[src/rtl/simple_pkg.sv]
// Shared definitions for the phase sequencer: state encoding, default
// parameters and a width helper that stays legal for degenerate sizes.
package simple_pkg;

    typedef enum logic [1:0] {
        ST_IDLE   = 2'd0,
        ST_RUN    = 2'd1,
        ST_STEP   = 2'd2,
        ST_HALTED = 2'd3
    } seq_state_t;

    localparam int DEF_NUM_PHASES      = 5;
    localparam int DEF_PHASE_WIDTH     = 2;
    localparam int DEF_DEBOUNCE_CYCLES = 16;
    localparam int DEF_COUNT_WIDTH     = 16;

    // Counter width that never collapses to zero bits (n==1 still needs a flop).
    function automatic int safe_clog2(input int n);
        return (n > 1) ? $clog2(n) : 1;
    endfunction

endpackage

[src/rtl/phase_sequencer_if.sv]
// Button/halt inputs and phase/status outputs of the phase sequencer.
// master = board/CPU side, slave = the sequencer itself.
interface phase_sequencer_if
    import simple_pkg::*;
#(
    parameter int NUM_PHASES  = DEF_NUM_PHASES,
    parameter int COUNT_WIDTH = DEF_COUNT_WIDTH
) ();
    localparam int IDX_W = $clog2(NUM_PHASES);

    logic                   execbutton;
    logic                   stepbutton;
    logic                   haltin;
    logic [NUM_PHASES-1:0]  phase;
    logic [IDX_W-1:0]       phase_index;
    logic                   instr_done;
    logic                   running;
    logic                   halted;
    logic [COUNT_WIDTH-1:0] instr_count;

    modport master (
        output execbutton, stepbutton, haltin,
        input  phase, phase_index, instr_done, running, halted, instr_count
    );

    modport slave (
        input  execbutton, stepbutton, haltin,
        output phase, phase_index, instr_done, running, halted, instr_count
    );

endinterface

[src/rtl/button_debounce.sv]
// Synchronises a raw button, accepts a new level only after it has been
// stable for DEBOUNCE_CYCLES samples, and pulses once on each accepted press.
module button_debounce
    import simple_pkg::*;
#(
    parameter int DEBOUNCE_CYCLES = DEF_DEBOUNCE_CYCLES
) (
    input  logic clock,
    input  logic reset,
    input  logic button,
    output logic pulse
);
    localparam int            CW       = $clog2(DEBOUNCE_CYCLES + 1);
    localparam logic [CW-1:0] CNT_LAST = CW'(DEBOUNCE_CYCLES - 1);

    logic          sync1_reg;
    logic          sync2_reg;
    logic          level_reg;
    logic          level_next;
    logic          pulse_reg;
    logic          pulse_next;
    logic [CW-1:0] cnt_reg;
    logic [CW-1:0] cnt_next;

    // The counter tracks consecutive samples disagreeing with the accepted
    // level; any agreeing sample restarts the count.
    always_comb begin
        level_next = level_reg;
        pulse_next = 1'b0;
        cnt_next   = '0;
        if (sync2_reg != level_reg) begin
            if (cnt_reg == CNT_LAST) begin
                level_next = sync2_reg;
                pulse_next = sync2_reg;
            end else begin
                cnt_next = cnt_reg + CW'(1);
            end
        end
    end

    always_ff @(posedge clock or posedge reset) begin
        if (reset) begin
            sync1_reg <= 1'b0;
            sync2_reg <= 1'b0;
            level_reg <= 1'b0;
            pulse_reg <= 1'b0;
            cnt_reg   <= '0;
        end else begin
            sync1_reg <= button;
            sync2_reg <= sync1_reg;
            level_reg <= level_next;
            pulse_reg <= pulse_next;
            cnt_reg   <= cnt_next;
        end
    end

    assign pulse = pulse_reg;

endmodule

[src/rtl/phase_sequencer.sv]
// Multi-phase instruction sequencer: run / single-step / halt control with
// debounced buttons, registered one-hot phase pulses and a retired counter.
module phase_sequencer
    import simple_pkg::*;
#(
    parameter int NUM_PHASES      = DEF_NUM_PHASES,
    parameter int PHASE_WIDTH     = DEF_PHASE_WIDTH,
    parameter int DEBOUNCE_CYCLES = DEF_DEBOUNCE_CYCLES,
    parameter int COUNT_WIDTH     = DEF_COUNT_WIDTH
) (
    input  logic               clock,
    input  logic               reset,
    phase_sequencer_if.slave   bus
);
    localparam int            PW     = $clog2(NUM_PHASES);
    localparam int            SW     = safe_clog2(PHASE_WIDTH);
    localparam logic [PW-1:0] P_LAST = PW'(NUM_PHASES - 1);
    localparam logic [SW-1:0] S_LAST = SW'(PHASE_WIDTH - 1);

    logic [1:0] raw_buttons;
    logic [1:0] button_pulses;
    logic       run_pulse;
    logic       step_pulse;

    assign raw_buttons = {bus.stepbutton, bus.execbutton};
    assign run_pulse   = button_pulses[0];
    assign step_pulse  = button_pulses[1];

    generate
        for (genvar gi = 0; gi < 2; gi++) begin : g_button
            button_debounce #(
                .DEBOUNCE_CYCLES(DEBOUNCE_CYCLES)
            ) u_debounce (
                .clock (clock),
                .reset (reset),
                .button(raw_buttons[gi]),
                .pulse (button_pulses[gi])
            );
        end
    endgenerate

    seq_state_t             state_reg, state_next;
    logic [PW-1:0]          p_reg, p_next;
    logic [SW-1:0]          s_reg, s_next;
    logic                   halt_pending_reg, halt_pending_next;
    logic                   pause_pending_reg, pause_pending_next;
    logic [COUNT_WIDTH-1:0] count_reg, count_next;
    logic [NUM_PHASES-1:0]  phase_reg, phase_next;
    logic                   instr_done_reg, instr_done_next;
    logic                   running_reg, running_next;
    logic                   halted_reg, halted_next;
    logic                   active;
    logic                   at_boundary;
    logic                   active_next;

    assign active      = (state_reg == ST_RUN) || (state_reg == ST_STEP);
    assign at_boundary = active && (p_reg == P_LAST) && (s_reg == S_LAST);

    always_comb begin
        state_next         = state_reg;
        p_next             = p_reg;
        s_next             = s_reg;
        halt_pending_next  = halt_pending_reg | bus.haltin;
        pause_pending_next = pause_pending_reg;
        count_next         = count_reg;

        // Slot advance; the wrap at the boundary already leaves p=0,s=0 for
        // whichever state follows.
        if (active) begin
            if (s_reg == S_LAST) begin
                s_next = '0;
                p_next = (p_reg == P_LAST) ? '0 : p_reg + PW'(1);
            end else begin
                s_next = s_reg + SW'(1);
            end
        end

        if (at_boundary) begin
            count_next = count_reg + COUNT_WIDTH'(1);
        end

        case (state_reg)
            ST_IDLE: begin
                pause_pending_next = 1'b0;
                p_next             = '0;
                s_next             = '0;
                if (halt_pending_reg) begin
                    state_next = ST_HALTED;
                end else if (run_pulse) begin
                    state_next = ST_RUN;
                end else if (step_pulse) begin
                    state_next = ST_STEP;
                end
            end
            ST_RUN: begin
                if (run_pulse) begin
                    pause_pending_next = 1'b1;
                end
                if (at_boundary) begin
                    if (halt_pending_reg) begin
                        state_next = ST_HALTED;
                    end else if (pause_pending_reg) begin
                        state_next         = ST_IDLE;
                        pause_pending_next = 1'b0;
                    end
                end
            end
            ST_STEP: begin
                if (at_boundary) begin
                    state_next = halt_pending_reg ? ST_HALTED : ST_IDLE;
                end
            end
            ST_HALTED: begin
                p_next = '0;
                s_next = '0;
            end
            default: begin
                state_next = ST_IDLE;
            end
        endcase
    end

    // Outputs are computed from the next state so the registered values line
    // up with the p/s registers in the same cycle.
    always_comb begin
        active_next     = (state_next == ST_RUN) || (state_next == ST_STEP);
        running_next    = active_next;
        halted_next     = (state_next == ST_HALTED);
        instr_done_next = active_next && (p_next == P_LAST) && (s_next == S_LAST);
    end

    generate
        for (genvar gi = 0; gi < NUM_PHASES; gi++) begin : g_phase
            assign phase_next[gi] = active_next && (s_next == '0) && (p_next == PW'(gi));
        end
    endgenerate

    always_ff @(posedge clock or posedge reset) begin
        if (reset) begin
            state_reg         <= ST_IDLE;
            p_reg             <= '0;
            s_reg             <= '0;
            halt_pending_reg  <= 1'b0;
            pause_pending_reg <= 1'b0;
            count_reg         <= '0;
            phase_reg         <= '0;
            instr_done_reg    <= 1'b0;
            running_reg       <= 1'b0;
            halted_reg        <= 1'b0;
        end else begin
            state_reg         <= state_next;
            p_reg             <= p_next;
            s_reg             <= s_next;
            halt_pending_reg  <= halt_pending_next;
            pause_pending_reg <= pause_pending_next;
            count_reg         <= count_next;
            phase_reg         <= phase_next;
            instr_done_reg    <= instr_done_next;
            running_reg       <= running_next;
            halted_reg        <= halted_next;
        end
    end

    assign bus.phase       = phase_reg;
    assign bus.phase_index = p_reg;
    assign bus.instr_done  = instr_done_reg;
    assign bus.running     = running_reg;
    assign bus.halted      = halted_reg;
    assign bus.instr_count = count_reg;

endmodule

[src/flat_wrapper.sv]
// flat-port wrapper written by rule: the top's interface ports become plain ports
module phase_sequencer_flat import simple_pkg::*;
#(
    parameter int NUM_PHASES      = DEF_NUM_PHASES,
    parameter int PHASE_WIDTH     = DEF_PHASE_WIDTH,
    parameter int DEBOUNCE_CYCLES = DEF_DEBOUNCE_CYCLES,
    parameter int COUNT_WIDTH     = DEF_COUNT_WIDTH
)
  (clock, reset, bus_execbutton, bus_stepbutton, bus_haltin, bus_phase, bus_phase_index, bus_instr_done, bus_running, bus_halted, bus_instr_count);
  phase_sequencer_if #(.NUM_PHASES(NUM_PHASES), .COUNT_WIDTH(COUNT_WIDTH)) bus_i ();
  input  logic clock;
  input  logic reset;
  input wire logic [$bits(bus_i.execbutton)-1:0] bus_execbutton;
  input wire logic [$bits(bus_i.stepbutton)-1:0] bus_stepbutton;
  input wire logic [$bits(bus_i.haltin)-1:0] bus_haltin;
  output wire logic [$bits(bus_i.phase)-1:0] bus_phase;
  output wire logic [$bits(bus_i.phase_index)-1:0] bus_phase_index;
  output wire logic [$bits(bus_i.instr_done)-1:0] bus_instr_done;
  output wire logic [$bits(bus_i.running)-1:0] bus_running;
  output wire logic [$bits(bus_i.halted)-1:0] bus_halted;
  output wire logic [$bits(bus_i.instr_count)-1:0] bus_instr_count;
  assign bus_i.execbutton = bus_execbutton;
  assign bus_i.stepbutton = bus_stepbutton;
  assign bus_i.haltin = bus_haltin;
  assign bus_phase = bus_i.phase;
  assign bus_phase_index = bus_i.phase_index;
  assign bus_instr_done = bus_i.instr_done;
  assign bus_running = bus_i.running;
  assign bus_halted = bus_i.halted;
  assign bus_instr_count = bus_i.instr_count;
  phase_sequencer #(.NUM_PHASES(NUM_PHASES), .PHASE_WIDTH(PHASE_WIDTH), .DEBOUNCE_CYCLES(DEBOUNCE_CYCLES), .COUNT_WIDTH(COUNT_WIDTH)) u_core (.clock(clock), .reset(reset), .bus(bus_i));
endmodule
[config.mk]
export PLATFORM = sky130hd
export DESIGN_NAME = phase_sequencer_flat
export DESIGN_NICKNAME = d
export VERILOG_FILES = /design/src/rtl/simple_pkg.sv /design/src/rtl/phase_sequencer_if.sv /design/src/rtl/button_debounce.sv /design/src/rtl/phase_sequencer.sv /design/src/flat_wrapper.sv
export SDC_FILE = /design/constraint.sdc
export NUM_CORES = 1
export LEC_CHECK = 0
export ABC_CLOCK_PERIOD_IN_PS = 2200
export BUFFER_PORTS_ARGS = -buffer_cell sky130_fd_sc_hd__buf_4
export CAP_MARGIN = 30
export CORE_ASPECT_RATIO = 0.7
export CORE_MARGIN = 2
export CORE_UTILIZATION = 45
export CTS_CLUSTER_DIAMETER = 150
export DETAILED_ROUTE_END_ITERATION = 8
export PLACE_DENSITY_LB_ADDON = 0.15
export SYNTH_ARGS = -nofsm -noshare
export SYNTH_HDL_FRONTEND = slang
export SYNTH_HIERARCHICAL = 1
export SYNTH_SLANG_ARGS = --single-unit
export TNS_END_PERCENT = 100
[constraint.sdc]
create_clock -name clock -period 2.2 [get_ports clock]
set_input_delay 0.44 -clock clock [delete_from_list [all_inputs] [get_ports clock]]
set_output_delay 0.44 -clock clock [all_outputs]
set_load 0.005 [all_outputs]
# Word level (Yosys, flattened, before mapping)
# Cells that the tools add are included.
# classes
muxes	29
n_eq_ne	15
add_sub_neg	5
bitwise	2
n_reduce_logical	18
# ops
op	n
$mux 5	4
$add 16x1->16 const B	1
$mux 2	8
$mux 3	4
$mux 1	11
$add 5x1->5 const B	2
$eq 5x4->1 const B	2
$logic_and 1x1->1	10
$eq 2x2->1 const B	4
$eq 3x2->1 const B	2
$eq 3x3->1 const B	2
$pmux 2 s3	1
$eq 2x1->1 const B	2
$reduce_and 2->1	2
$add 3x1->3 const B	1
$eq 3x1->1 const B	1
$logic_not 3->1	1
$logic_not 2->1	1
$logic_or 1x1->1	2
$ne 1x1->1	2
$pmux 1 s2	1
$reduce_bool 2->1	1
$reduce_or 2->1	1
$add 1x1->1 const B	1
other kinds (2)	2
# totals
inputBits	5
register_bits	50
elab_cells	89
out_inout_bits	27

# Logic depth before layout (Yosys ltp)
# logic_depth
ltp_word	10
mapped_depth	10
ltp_nobuf	9

# Modules after synthesis
# Netlist, hierarchy kept.
# modules_own_cells
module	area_per_inst_um2	instances	cells_each
phase_sequencer	1562.7	1	143
button_debounce	339.1	2	26

# Least setup slack after synthesis
# OpenSTA, ideal clock, no wires.
# synth_path
path_type	register -> register
startpoint	register u_core.state_reg[0]
endpoint	register u_core.phase_reg[1], in the netlist u_core/bus.phase[1]
stages_incl_launch_ff	10
path_buffers	0
t_arrival_ps	2099
setup_ps	101
t_required_ps	2099
synth_period_minus_slack_ps	2200
path_slack_ps	0
path_cell_list	dfrtp_1 -> inv_1 -> ha_1 -> nand4_1 -> o31a_1 -> o21ai_0 -> o21ai_0 -> ha_1 -> o21ai_0 -> nor4_1
# synth_between
elab_chain_len	10
# synth_rtl
item	line	text
start: declaration	phase_sequencer.sv:42	seq_state_t state_reg, state_next;
start signal: assignment	phase_sequencer.sv:151	state_reg <= state_next;
$eq 2x1->1 or $eq 2x2->1 (tied branches)	phase_sequencer.sv:56, phase_sequencer.sv:82	
$logic_or 1x1->1	phase_sequencer.sv:56	assign active = (state_reg == ST_RUN) || (state_reg == ST_STEP);
$logic_and 1x1->1 (2 in series)	phase_sequencer.sv:57	assign at_boundary = active && (p_reg == P_LAST) && (s_reg == S_LAST);
$mux 2, on equally long branches	phase_sequencer.sv:109, phase_sequencer.sv:99	
$pmux 2 s3 (*)	phase_sequencer.sv:82	case (state_reg)
via u_core.state_next[0]	phase_sequencer.sv:42	
$eq 2x1->1 or $eq 2x2->1 (tied branches)	phase_sequencer.sv:126	active_next = (state_next == ST_RUN) || (state_next == ST_STEP);
$logic_or 1x1->1 (*)	phase_sequencer.sv:126	
via u_core.active_next	phase_sequencer.sv:54	logic active_next;
$logic_and 1x1->1 (*) (2 in series)	phase_sequencer.sv:134	assign phase_next[gi] = active_next && (s_next == '0) && (p_next == PW'(gi));
via u_core.phase_next[1]	phase_sequencer.sv:48	logic [NUM_PHASES-1:0] phase_reg, phase_next;
end signal: assignment	phase_sequencer.sv:157	phase_reg <= phase_next;
end: declaration	phase_sequencer.sv:48	
# The timed path passes the listed nets; every way through them passes the cells marked *.
# A chain may end at the register's enable or synchronous reset.

# Final worst setup path
# layout_path
startpoint	register u_core.state_reg[1]
endpoint	register u_core.phase_reg[1], in the netlist u_core/bus.phase[1]
# The elaborated chain is that of the path after synthesis.

==> reports/results.ini <==
[status]
outcome = finished, final reports clean

[routing]
vias = 1496
routed_via_density = 4.78
wl_mm = 3.78
ant_nets = 0
drt_iter0_markers = 45
drc = 0
firstDrtPassIters = 4
wl_per_cell_um = 12.1

[yosys]
synth_seq_cells = 50
ys.flop_type = dfrtp_1
syn_nets = 210
synth.avg_cell_area_um2 = 11.5
syn-cell-area_um2 = 2240
ys_top_cells_by_area = dfrtp_1, ha_1, xor2_1, xnor2_1, inv_1
synth_top_area_share_pct = 55.8
synth.most_common_cell = dfrtp_1
yosysTopAreaCell = dfrtp_1
ys_warn_count = 6
synthArstFlopShare_pct = 100
synth-seq-area-share_pct = 55.8
synth.distinct_cells = 41
synth_cells = 195
synth_edf_count = 0
synth_common_cells = dfrtp_1, inv_1, nor2_1

[grt]
grt_max_degree = 33
antenna_found_initial = 0
track_usage_pct = 15.0
grt_pass1_vias = 1408
overflow = 0
grt_pass1_wl_mm = 6.44

[placement]
gp_congestion = 0.802
dp_hpwl_mm = 2.73
place_ws_ns = -0.0889
portBuffers = 31
post_dp_cell_area_um2 = 2620
numPlacedInstances = 304

[cells_and_area]
num-nets-final = 258
finalInstanceArea_um2 = 2800
fillers = 436
final_cells = 313
num_antenna_cells = 0
fin_util_pct = 58.6
area_delta_synth_final_pct = 25.1
drive_gt1_share_pct = 30.7
largest_reg_flops = 16

[critical_path]
worstPathCellList = inv_2 -> ha_4 -> nand4_1 -> o31a_1 -> o21ai_2 -> o21ai_2 -> ha_4 -> o21ai_4 -> nor4_2
reg2reg_to = u_core/bus.phase[1]
crit_type = register to register
critPathRequiredTime_ns = 2.41
path_buf_inv = 1
crit_path_end_kind = register
path_delay_family = compound AO/OA/AOI/OAI gates
r2r_cells = 9
cp_max_fo = 4
cpPeakStageDelay_ns = 0.37
start_kind = register
regToRegSetupSlack_ns = 0.08
worstPathArrival_ns = 2.33
reg2reg_from = u_core/state_reg[1]
slowest_stage = dfrtp_1
cp.depth = 9

[sta]
timing.final.crit_share_pct = 96.5
tightest_slew_ns = 0.412
timing.fmax_ghz = 0.471
whs_ns = 0.103
finalHoldViolCount = 0
drv_slew = 0
max_slew_margin_pct = 72.5
setup_viol = 0
rsz0062_at_grt = true
finalSetupTns_ns = 0
skew_ns = 0.00432
fin_crit_ns = 2.12
setup_slack_ns = 0.0770

[cts]
postCtsHoldBufs = 0
numCtsBuffers = 5
clkSlewWorstSetupHoldPaths_ns = 0.09
root_buffer = clkbuf_8
htreeDepth = 2
insertion_delay_ns = 0.30
cts.path.max_buffers = 2
cts_tree = yes
numClockSinks = 50

[worst_hold_path]
hp-class = primary input to asynchronous set/reset pin

[power]
peakVddDrop_uv = 934
pwr-share-comb_pct = 40.2
cellInternalPower_mw = 1.90
switching_power_uw = 920
leakage_nw = 1.41
swShare_pct = 32.6
clkPwrFrac_pct = 22.0
p_total_mw = 2.82
power_density_nw_per_um2 = 1010
seqPwrFrac_pct = 37.8

[flow_run]
maxCapViolations = 0

[floorplan]
start_util_pct = 46.9
die_w_um = 88.3
dieArea_um2 = 5570
rows = 21
ios = 32
die_h_um = 63.0
coreArea_um2 = 4780

[cell usage in the layout, fill, tap and decap left out, types with 3 or more instances in the layout]
master,count
dfrtp_1,50
buf_4,42
nor2_1,17
inv_1,15
nand2_1,14
xor2_1,12
nand3_1,9
nor3_1,9
xnor2_1,9
ha_1,7
clkbuf_8,5
nor2b_1,4
and3_1,3
[cell families after synthesis]
kind of cell	Yosys count	share of synthesized area, %
XOR/XNOR	21	8.21
adder cells (fa/ha/maj)	10	5.58
multiplexers	3	1.67
flip-flops	50	55.8
AND/OR/NAND/NOR	73	19.0
AO/OA/AOI/OAI	19	6.03
buffers and inverters	19	3.69
[worst reg2reg max path, delay by kind of cell (launching register included)]
| family | cells | cell delay [ns] |
|---|---|---|
| fa+ha+maj | 2 | 0.58 |
| compound gates | 4 | 0.65 |
| simple gates | 2 | 0.38 |
| flops | 1 | 0.37 |
| buf+inv | 1 | 0.06 |
[routing by layer]
layer / track usage [%] / part of all wire [%]
met4: 6.82 / 1.2
met5: 0 / 0
met2: 20.0 / 42
met1: 22.6 / 52
met3: 4.10 / 4.5
[power groups by stage]
stage                     clock network, mW  logic (mW)  registers, mW
after floorplan                           0       0.568           1.10
after global placement                    0       0.882           1.08
after detailed placement                  0       0.888           1.08
after CTS                             0.649       0.900           1.06
after global routing                  0.684        1.26           1.08
final                                 0.620        1.14           1.07
[timing repair]
item                       CTS  global route
buffers inserted             0             1
gates resized for setup      2            13
gates cloned                 0             0
pin swaps                    0             3
setup endpoints to repair    4             4
[area by class of cell]
| cell class | instances | area, um2 | share of cell area, % |
|---|---|---|---|
| clock buffers | 5 | 68.8 | 2.46 |
| repair buffers | 43 | 327 | 11.7 |
| clock inverters | 3 | 40.0 | 1.43 |
| multi-input cells | 126 | 966 | 34.5 |
| well taps | 69 | 86.3 | 3.08 |
| inverters | 17 | 63.8 | 2.28 |
| flip-flops and latches | 50 | 1250 | 44.6 |
[worst max path at each step]
stage                          endpoint           startpoint  slack [ns]
floorplan           u_core/bus.phase[1]  u_core/state_reg[0]     0.00001
global placement    u_core/bus.phase[1]  u_core/state_reg[0]        0.02
detailed placement  u_core/bus.phase[1]  u_core/state_reg[0]       -0.09
CTS                 u_core/bus.phase[1]  u_core/state_reg[0]        0.02
global route        u_core/bus.phase[1]  u_core/state_reg[1]       -0.09
finish              u_core/bus.phase[1]  u_core/state_reg[1]        0.08
Power figures use the tool's default switching activity.
